### config.mk
export PLATFORM = sky130hd
export DESIGN_NAME = rv_arbiter
export DESIGN_NICKNAME = d
export VERILOG_FILES = /design/src/rtl/rv_arbiter.sv
export SDC_FILE = /design/constraint.sdc
export NUM_CORES = 1
export LEC_CHECK = 0
export BUFFER_PORTS_ARGS = -buffer_cell sky130_fd_sc_hd__buf_2
export CORE_MARGIN = 2
export CORE_UTILIZATION = 47
export CTS_CLUSTER_SIZE = 25
export DETAILED_ROUTE_END_ITERATION = 8
export PLACE_DENSITY = 0.84
export REMOVE_ABC_BUFFERS = 1
export SETUP_SLACK_MARGIN = 0.02
export SLEW_MARGIN = 5
export SYNTH_ARGS = -nofsm -noshare
export SYNTH_HDL_FRONTEND = slang
export SYNTH_SLANG_ARGS = --single-unit
### constraint.sdc
create_clock -name clk -period 8.05 [get_ports clk]
set_input_delay 1.61 -clock clk [delete_from_list [all_inputs] [get_ports clk]]
set_output_delay 1.61 -clock clk [all_outputs]
set_load 0.005 [all_outputs]
### src/rtl/rv_arbiter.sv
// ============================================================================
// Module      : rv_arbiter
// Description : 4-requester ready/valid arbiter feeding one output holding
//               register. Round-robin by default; define RV_ARB_FIXED_PRI_EN
//               for fixed priority (requester 0 highest).
// Revision    : 1.0 - initial release
// ============================================================================
`default_nettype none

module rv_arbiter #(
  parameter int WIDTH = 8
) (
  input  logic               clk,
  input  logic               rst,
  input  logic [3:0]         in_valid,
  output logic [3:0]         in_ready,
  input  logic [4*WIDTH-1:0] in_data,
  output logic               out_valid,
  input  logic               out_ready,
  output logic [WIDTH-1:0]   out_data,
  output logic [1:0]         out_id
);

  localparam logic [0:0] ST_EMPTY = 1'b0;
  localparam logic [0:0] ST_FULL  = 1'b1;

  logic [0:0]       r_state;
  logic [0:0]       w_state_nxt;
  logic [WIDTH-1:0] r_data;
  logic [1:0]       r_id;
  logic [1:0]       w_base;
  logic [3:0]       w_rot;
  logic [1:0]       w_off;
  logic [1:0]       w_gnt;
  logic             w_any;
  logic             w_can_accept;
  logic             w_xfer;
  logic [WIDTH-1:0] w_gnt_data;

`ifdef RV_ARB_FIXED_PRI_EN
  assign w_base = 2'd0;
`else
  logic [1:0] r_ptr;

  // Pointer moves only on a transfer, to the requester after the winner.
  always_ff @(posedge clk) begin
    if (rst) begin
      r_ptr <= 2'd0;
    end else if (w_xfer) begin
      r_ptr <= w_gnt + 2'd1;
    end
  end

  assign w_base = r_ptr;
`endif

  // Rotate the request vector so the search always starts at bit 0.
  always_comb begin
    w_rot = '0;
    for (int i = 0; i < 4; i++) begin
      w_rot[i] = in_valid[w_base + 2'(i)];
    end
  end

  always_comb begin
    w_off = 2'd0;
    for (int i = 3; i >= 0; i--) begin
      if (w_rot[i]) w_off = 2'(i);
    end
  end

  assign w_gnt        = w_base + w_off;
  assign w_any        = |in_valid;
  assign w_can_accept = (r_state == ST_EMPTY) || out_ready;
  assign w_xfer       = |(in_valid & in_ready);

  always_comb begin
    w_gnt_data = '0;
    for (int i = 0; i < 4; i++) begin
      if (w_gnt == 2'(i)) w_gnt_data = in_data[i*WIDTH +: WIDTH];
    end
  end

  // State register
  always_ff @(posedge clk) begin
    if (rst) begin
      r_state <= ST_EMPTY;
      r_data  <= '0;
      r_id    <= 2'd0;
    end else begin
      r_state <= w_state_nxt;
      if (w_xfer) begin
        r_data <= w_gnt_data;
        r_id   <= w_gnt;
      end
    end
  end

  // Next-state logic
  always_comb begin
    w_state_nxt = r_state;
    if (w_xfer) begin
      w_state_nxt = ST_FULL;
    end else if ((r_state == ST_FULL) && out_ready) begin
      w_state_nxt = ST_EMPTY;
    end
  end

  // Output logic
  always_comb begin
    in_ready = 4'b0000;
    if (!rst && w_any && w_can_accept) begin
      in_ready = 4'b0001 << w_gnt;
    end
    out_valid = (r_state == ST_FULL);
    out_data  = r_data;
    out_id    = r_id;
  end

endmodule

`default_nettype wire

==> flow_summary.yaml <==
run_status:
  status: "complete, no violations"
timing:
  finClkSkew_ps: 13.02
  finalHoldViolations: 0
  period_minus_slack_ps: 5504
  setup_violations: 0
  fin_tns_setup_ps: 0
  tightest_slew_ps: 586.5
  rsz0062_at_grt: "no"
  period_share_pct: 68.37
  slew_headroom_pct: 60.90
  fmax_mhz: 181.7
  drv_slew: 0
logic_synthesis:
  mappedNetlistArea_um2: 998.5
  syn_area_per_cell_um2: 7.564
  ys_seq_area_share_pct: 26.07
  synthTopCellsByArea: "dfxtp_1 26%, nor3_1 8.5%, a211oi_1 7.5%, a221oi_1 7.0%, nor2_1 6.8%"
  synthTopCellsByCount: "18 x nor2_1, 17 x nor3_1, 13 x dfxtp_1, 10 x a211oi_1, 10 x nor2b_1"
  synth_top_area_share_pct: 26.07
  yosysMostFrequentCell: "nor2_1"
  syn_inst: 132
  synth_top_area_cell: "dfxtp_1"
  synth_flop_cell: "dfxtp_1"
  yosysWarnings: 0
  synth_edf_count: 0
  synth_seq_cells: 13
  yosysUniqueCellTypes: 33
  async_flop_share_pct: 0
setup_path:
  critPathTopFamily: "adder cells"
  critPathKind: "in2out"
  critPathArrivalTime_ps: 3890
  cp_max_fo: 18
  worst-path-buf-inv: 3
  slowest_stage: "ha_1"
  path_cells: "buf_2 > inv_1 > o311ai_0 > o21ai_0 > nand2_1 > ha_1 > xor2_1 > xnor2_1 > ha_1 > and2_1 > buf_2"
  cpPeakStageDelay_ps: 580
  worstSetupStartpointType: "input pin"
  reg2reg_slack_ps: 4560
  endpoint_kind: "primary output"
  required_ps: 6440
clock_network:
  postCtsSetupRepairBufs: 0
  cts.sinks: 13
  numCtsBuffers: 3
  root_buffer: "clkbuf_4"
  cts_buffer_depth: 2
  cts_hold_buf: 0
  cts_resized: 0
  clk_pin_slew_ps: 80
  clock_latency_ps: 280
  cts_max_level: 1
  cts_tree: "yes"
final_layout:
  fin_cells: 202
  syn2layout_area_growth_pct: 25.69
  drive_gt1_share_pct: 34.29
  antennaDiodeCount: 0
  final_cell_area_um2: 1255
  fin_nets: 220
placed_design:
  gp_congestion: 0.8178
  dpl.cell_count: 198
  place_area_um2: 1227
  hpwlAfterDp_um: 1966
  numPortBuffers: 53
floorplanning:
  core_um2: 1982
  dieArea_um2: 2509
  ios: 54
  die_h_um: 50.09
  initial_core_util_pct: 50.38
  floorplan.rows: 16
  die_x_um: 50.09
detailed_routing:
  wire_per_inst_um: 12.99
  antenna_left: 0
  drt-initial-drc-count: 24
  via_count: 1146
  via_per_inst: 5.673
  drcViolationCount: 0
  drt-pass1-iter-count: 4
  wl_um: 2624
power_and_ir_drop:
  power_density_nw_per_um2: 389.0
  ir_drop_v: 0.0001858
  power_leakage_nw: 0.5753
global_routing:
  antenna_found_initial: 0
  track_usage_pct: 20.86
  grt_start_max_net_pins: 19
  overflow: 0
  grt_pass1_wl_um: 4098
  grt_pass1_vias: 993
run:
  drv_cap: 0
worst_hold_path:
  hold_class: "reg2reg"
-- sequential cells by signal, indices dropped and copies added, names as in the netlist --
name       cells
out_valid      1
out_id         2
r_ptr          2
out_data       8
-- through the flow --
stage / setup slack [ps] / total power [mW] / util, % / hold WS [ps]
global route: 2289 / 0.5371 / 63.32 / 501.0
detailed placement: 2567 / 0.4436 / 61.93 / 464.7
global placement: 2656 / 0.4344 / 61.93 / 448.4
CTS: 2551 / 0.4857 / 63.32 / 479.0
floorplan: 3095 / 0.3492 / - / 446.7
finish: 2546 / 0.4882 / 63.32 / 471.7
-- power by group --
group / switching, mW / internal (mW)
registers: 0.0182 / 0.0876
logic: 0.196 / 0.144
clock network: 0.0232 / 0.0184
-- layer usage --
metal	vias up	wire, um	GRT usage, %
met2	53	1254	36.18
li1	567	-	-
met5	-	0	0
met3	2	197	6.667
met4	0	17	3.704
met1	524	1154	25.09
-- logic make-up (layout without fill, tap and decap cells) --
kind of cell | count (synthesis) | after routing | share of synthesized area, %
compound gates | 32 | 32 | 25.06
xor+xnor | 3 | 3 | 2.632
fa+ha+maj | 5 | 5 | 6.266
buf+inv | 16 | 59 | 7.770
flops | 13 | 13 | 26.07
simple gates | 63 | 63 | 32.20
-- final cells by class --
| cell class | instances | area [um2] |
|---|---|---|
| Clock inverter | 1 | 5.005 |
| Inverter | 2 | 7.507 |
| Sequential cell | 13 | 260.3 |
| Fill cell | 182 | 726.9 |
| Clock buffer | 3 | 22.52 |
| Timing Repair Buffer | 53 | 265.3 |
| Tap cell | 27 | 33.78 |
| Multi-Input combinational cell | 103 | 660.6 |
-- tightest hold or removal path: stages, from the launching register on --
cell and delay, ps:
dfxtp_1 320, nand2_1 50, a21oi_1 60
-- worst paths after layout --
kind / endpoint / depth (start not counted) / startpoint
max: in_ready[3] / 11 / in_valid[3]
min: out_id[0] / 2 / out_id[0]
max reg2reg: out_id[1] / 12 / r_ptr[0]
min reg2reg: out_id[0] / 2 / out_id[0]
-- layout by cell type, fill, tap and decap left out, drive strengths merged --
cell / count
buf: 53
nor2: 18
nor3: 17
dfxtp: 13
a211oi: 11
nor2b: 10
a221oi: 8
nand2: 6
and2: 5
ha: 5
clkbuf: 3
a21oi: 3
inv: 2
xor2: 2
o211ai: 2
nor4: 2
a22oi: 2
or4b: 1
or3: 1
o2111ai: 1
o31ai: 1
xnor2: 1
nand2b: 1
o22ai: 1
nand3: 1
o311ai: 1
o21ai: 1
o21bai: 1
nor3b: 1
clkinv: 1
No activity file was read; power rests on OpenSTA's default activity.
